==> src/rtl/exec_ctrl_pkg.sv <==
// Shared encodings for the execute-stage controller: opcodes, R-type functs,
// the FSM state type and the decode-result record.
package exec_ctrl_pkg;

  localparam logic [5:0] OP_RTYPE = 6'b000000;
  localparam logic [5:0] OP_BEQ   = 6'b000100;
  localparam logic [5:0] OP_J     = 6'b000010;
  localparam logic [5:0] OP_ADDI  = 6'b001000;
  localparam logic [5:0] OP_LW    = 6'b100011;
  localparam logic [5:0] OP_SW    = 6'b101011;

  localparam logic [5:0] FN_ADD  = 6'b100000;
  localparam logic [5:0] FN_SUB  = 6'b100010;
  localparam logic [5:0] FN_AND  = 6'b100100;
  localparam logic [5:0] FN_OR   = 6'b100101;
  localparam logic [5:0] FN_SLT  = 6'b101010;
  localparam logic [5:0] FN_MULT = 6'b011000;

  typedef enum logic [1:0] {
    S_IDLE = 2'd0,
    S_EXEC = 2'd1,
    S_HOLD = 2'd2
  } state_t;

  typedef struct packed {
    logic       mux;
    logic [5:0] alu_op;
    logic       branch_cmp;
    logic       jump;
    logic       mem_access;
    logic       illegal;
    logic       multi;
  } dec_t;

endpackage

==> src/rtl/exec_decode.sv <==
// Combinational opcode/funct decoder; mult is legal only when ENABLE_MULT is set,
// otherwise it falls into the illegal class like any other unsupported funct.
module exec_decode
  import exec_ctrl_pkg::*;
#(
  parameter int ENABLE_MULT = 1
) (
  input  logic [5:0] opcode,
  input  logic [5:0] funct,
  output dec_t       dec
);

  always_comb begin
    // NOTE: assigning a full default before the case keeps every path driven, so no latch is inferred.
    dec = '0;
    case (opcode)
      OP_BEQ: begin
        dec.alu_op     = FN_SUB;
        dec.branch_cmp = 1'b1;
      end
      OP_J: dec.jump = 1'b1;
      OP_ADDI: begin
        dec.mux    = 1'b1;
        dec.alu_op = FN_ADD;
      end
      OP_LW, OP_SW: begin
        dec.mux        = 1'b1;
        dec.alu_op     = FN_ADD;
        dec.mem_access = 1'b1;
      end
      OP_RTYPE: begin
        case (funct)
          FN_ADD, FN_SUB, FN_AND, FN_OR, FN_SLT: dec.alu_op = funct;
          FN_MULT: begin
            if (ENABLE_MULT != 0) begin
              dec.alu_op = funct;
              dec.multi  = 1'b1;
            end else begin
              dec.illegal = 1'b1;
            end
          end
          default: dec.illegal = 1'b1;
        endcase
      end
      default: dec.illegal = 1'b1;
    endcase
  end

endmodule

==> src/rtl/fsm_exec_ctrl.sv <==
// Execute-stage controller: accepts one instruction in IDLE, holds its decoded
// controls registered through EXEC (latency counter for mult) and HOLD (backpressure).
module fsm_exec_ctrl
  import exec_ctrl_pkg::*;
#(
  parameter int ALU_OP_W    = 6,
  parameter int MUL_LATENCY = 4,
  parameter int ENABLE_MULT = 1
) (
  input  logic                clk,
  input  logic                rst,
  input  logic                in_valid,
  output logic                in_ready,
  input  logic [5:0]          opcode,
  input  logic [5:0]          funct,
  output logic                out_valid,
  input  logic                out_ready,
  output logic                control_mux_for_alu,
  output logic [ALU_OP_W-1:0] alu_op,
  output logic                branch_cmp,
  output logic                jump,
  output logic                mem_access,
  output logic                illegal_op,
  output logic                busy
);

  localparam int CNT_W = $clog2(MUL_LATENCY + 1);
  localparam logic [CNT_W-1:0] MUL_LOAD = CNT_W'(MUL_LATENCY - 1);

  state_t           state, state_nx;
  logic [CNT_W-1:0] cnt, cnt_nx;
  dec_t             dec_in, ctrl, ctrl_nx;
  logic             accept;

  exec_decode #(
    .ENABLE_MULT(ENABLE_MULT)
  ) u_decode (
    .opcode(opcode),
    .funct (funct),
    .dec   (dec_in)
  );

  assign accept = in_valid && (state == S_IDLE);

  // NOTE: the control register is reset too, so alu_op and flags read 0 the instant rst falls.
  always_ff @(posedge clk or negedge rst) begin
    if (!rst) begin
      state <= S_IDLE;
      cnt   <= '0;
      ctrl  <= '0;
    end else begin
      // NOTE: non-blocking updates let every register sample the pre-edge values.
      state <= state_nx;
      cnt   <= cnt_nx;
      ctrl  <= ctrl_nx;
    end
  end

  always_comb begin
    state_nx = state;
    cnt_nx   = cnt;
    ctrl_nx  = ctrl;
    case (state)
      S_IDLE: begin
        if (accept) begin
          state_nx = S_EXEC;
          ctrl_nx  = dec_in;
          cnt_nx   = dec_in.multi ? MUL_LOAD : '0;
        end
      end
      S_EXEC: begin
        if (ctrl.multi && (cnt != '0)) begin
          cnt_nx = cnt - 1'b1;
        end else if (out_ready) begin
          state_nx = S_IDLE;
          ctrl_nx  = '0;
        end else begin
          state_nx = S_HOLD;
        end
      end
      S_HOLD: begin
        if (out_ready) begin
          state_nx = S_IDLE;
          ctrl_nx  = '0;
        end
      end
      default: begin
        state_nx = S_IDLE;
        cnt_nx   = '0;
        ctrl_nx  = '0;
      end
    endcase
  end

  // Handshake outputs are pure decodes of registered state; controls come straight from ctrl.
  always_comb begin
    in_ready            = (state == S_IDLE);
    busy                = (state != S_IDLE);
    out_valid           = ((state == S_EXEC) && (cnt == '0)) || (state == S_HOLD);
    control_mux_for_alu = ctrl.mux;
    alu_op              = ALU_OP_W'(ctrl.alu_op);
    branch_cmp          = ctrl.branch_cmp;
    jump                = ctrl.jump;
    mem_access          = ctrl.mem_access;
    illegal_op          = ctrl.illegal;
  end

endmodule

==> config.mk <==
export PLATFORM = sky130hd
export DESIGN_NAME = fsm_exec_ctrl
export DESIGN_NICKNAME = d
export VERILOG_FILES = /design/src/rtl/exec_ctrl_pkg.sv /design/src/rtl/exec_decode.sv /design/src/rtl/fsm_exec_ctrl.sv
export SDC_FILE = /design/constraint.sdc
export NUM_CORES = 1
export LEC_CHECK = 0
export CORE_UTILIZATION = 40
export CTS_BUF_LIST = sky130_fd_sc_hd__clkbuf_4
export DETAILED_ROUTE_END_ITERATION = 8
export GPL_ROUTABILITY_DRIVEN = 0
export PLACE_DENSITY = 0.68
export SLEW_MARGIN = 20
export SYNTH_ARGS = -nofsm -noshare
export SYNTH_HDL_FRONTEND = slang
export SYNTH_HIERARCHICAL = 1
export SYNTH_SLANG_ARGS = --single-unit
==> constraint.sdc <==
create_clock -name clk -period 1.76 [get_ports clk]
set_input_delay 0.352 -clock clk [delete_from_list [all_inputs] [get_ports clk]]
set_output_delay 0.352 -clock clk [all_outputs]
set_load 0.05 [all_outputs]
==> out/qor.csv <==
metric,value,unit
status,"complete, no violations",
slew_headroom,80.0,%
crit_chain,inv_2 -> ha_2 -> buf_12 -> inv_1 -> buf_4,
grt_pass1_wl,4000,um
place_area,1490,um2
clk_pin_slew,100,ps
synth_area,1140,um2
ir_drop,1330,uV
p_switching,1.00,mW
synthArstFlopShare,100,%
crit_fanout,15,
start_util,43.9,%
cp_top_family,buffers and inverters,
dieHeight,55.3,um
worstSetupPathDepth,5,
port_buffers,29,
intPower,1.32,mW
wl_per_cell,12.9,um
viasPerCell,5.14,
p_leak,0.784,nW
synth_ff_type,dfrtp_1,
arrival,1360,ps
core,2590,um2
holdBufCountCts,0,
grt_max_degree,18,
io-pin-count,30,
area_growth,40.4,%
hpwlAfterDp,1900,um
ys_types,34,
tns,0,ps
diodes,0,
swShare,43.2,%
crit_type,reg2out,
dr.pass1.iters,4,
root_buffer,clkbuf_4,
power_frac_comb,67.5,%
syn_nets,143,
synth_area_per_cell,9.31,um2
finalSetupViolCount,0,
grt_pass1_vias,965,
power_density,1460,nW/um2
cts_max_level,1,
ys_warn_count,6,
final_layout_size_suffix_gt1_share,29.1,%
startpoint_type,register,
hold_viol_final,0,
max_freq,583,MHz
antenna_found_initial,0,
ys_ff_latch,17,
vias,966,
first_iter_violations,16,
rsz0062_at_grt,true,
period_share,97.4,%
drc,0,
postRouteAntennaNets,0,
fin_nets,180,
yosysTopAreaCell,dfrtp_1,
cp_num_buf_inv,4,
crit_required,1410,ps
rows,18,
gr-usage-all-layers,16.4,%
postLayoutCellArea,1600,um2
fin_crit,1710,ps
worstMarginPinSlew,299,ps
synth_edf_count,0,
cts_tree,yes,
yosys.area.top_type_share,37.4,%
die_w,55.3,um
synthCells,122,
cts_buffer_depth,2,
clock_latency,280,ps
sequentialPowerShare,23.0,%
cts-buffers-inserted,3,
die_area,3060,um2
maxSlewViolCount,0,
worst_slack,46.0,ps
wirelength,2430,um
maxCapViolations,0,
preCtsSetupSlack,-327,ps
hold_path_class,in2async,
pwr-share-clk,9.6,%
final.setup_skew,3.28,ps
clock-sinks,17,
yosys-top-cells-area,"dfrtp_1, mux2i_1, inv_1",
r2r_cells,6,
end_kind,output port,
cp_slowest_cell,dfrtp_1,
power,2.32,mW
critPathMaxStageDelay,410,ps
gr-total-overflow,0,
yosysSeqAreaShare,37.4,%
[stage by stage]
step                util, %  std cells  hold slack (ps)
detailed placement     57.4        183              479
CTS                    59.4        187              393
finish                 61.6        188              388
floorplan                 -        122             56.4
global placement       57.4        183              474
global route           61.6        188              400
[routing by layer]
layer	vias up	routed length [um]	track usage [%]
met5	-	0	0
met4	0	49	9.64
met3	4	77	0.937
met2	24	1260	30.8
met1	460	1050	17.8
li1	478	-	-
[state kept, by name, indices dropped and copies added, names as in the netlist]
register	cells
cnt	3
control_mux_for_alu	1
jump	1
illegal_op	1
alu_op	6
branch_cmp	1
mem_access	1
state	2
ctrl	1
[area by class of cell]
type / instances / area (um2)
Inverter: 18 / 67.6
Sequential cell: 17 / 425
Tap cell: 30 / 37.5
Clock buffer: 4 / 30.0
Timing Repair Buffer: 40 / 398
Fill cell: 240 / 995
Multi-Input combinational cell: 79 / 637
[kinds of logic (layout without fill, tap and decap cells)]
kind of cell	after synthesis	in the layout	share of synthesized area [%]
fa+ha+maj	5	5	5.51
compound gates	14	14	9.58
flops	17	17	37.4
simple gates	46	46	24.0
buf+inv	26	62	10.9
mux	14	14	12.6
[timing repair]
item / 4_1_cts / 5_1_grt
pin swaps: 1 / 7
gates resized for setup: 8 / 11
setup buffers: 0 / 1
endpoints found under the setup margin: 5 / 11
[power groups by stage]
stage,Clock (mW),Combinational (mW),Sequential [mW]
global placement,0,1.40,0.531
global route,0.254,1.69,0.543
finish,0.222,1.57,0.533
floorplan,0,0.884,0.583
CTS,0.231,1.50,0.532
detailed placement,0,1.44,0.533
[worst reg2reg max path: stages (launching register included)]
cell,delay (ps)
dfrtp_1,360
inv_1,70
ha_4,160
ha_4,160
nand2b_4,150
a211oi_2,320
mux2_1,360
[path summary, 6_finish.rpt]
| check | from | to | slack [ps] |
|---|---|---|---|
| min in group clk | cnt[1] | cnt[1] | 500 |
| setup reg to reg | cnt[1] | cnt[0] | 80 |
| hold reg to reg | cnt[1] | cnt[1] | 500 |
| hold / removal | rst | illegal_op | 390 |
| max in group asynchronous | rst | branch_cmp | 1180 |
| setup / recovery | state[1] | busy | 50 |
[cell usage after synthesis (2+ instances only)]
cell type,n
mux2i_1,12
inv_1,18
buf_4,7
mux2_1,2
nor4bb_1,2
nand3_1,4
a21o_1,4
nand2b_1,4
nor2_1,6
ha_1,5
and2_1,4
nor3_1,2
nand2_1,13
o21ai_0,3
dfrtp_1,17
[layout by cell type (no fill, tap or decap), drive strengths merged]
| master | n |
|---|---|
| clkdlybuf4s50 | 11 |
| nand2 | 13 |
| o311ai | 1 |
| inv | 18 |
| nand3b | 2 |
| nor2b | 1 |
| nand4 | 1 |
| or4 | 1 |
| a21oi | 1 |
| a211oi | 1 |
| a21o | 4 |
| a21boi | 1 |
| and4b | 2 |
| nor3 | 2 |
| o21ai | 4 |
| clkbuf | 4 |
| nand3 | 4 |
| or2 | 1 |
| a41oi | 1 |
| buf | 25 |
| dlymetal6s2s | 4 |
| mux2i | 12 |
| and2 | 4 |
| nand2b | 5 |
| a31oi | 1 |
| ha | 5 |
| nor2 | 6 |
| dfrtp | 17 |
| nor3b | 1 |
| or4b | 1 |
| mux2 | 2 |
| nor4bb | 2 |
Power figures use the tool's default switching activity.
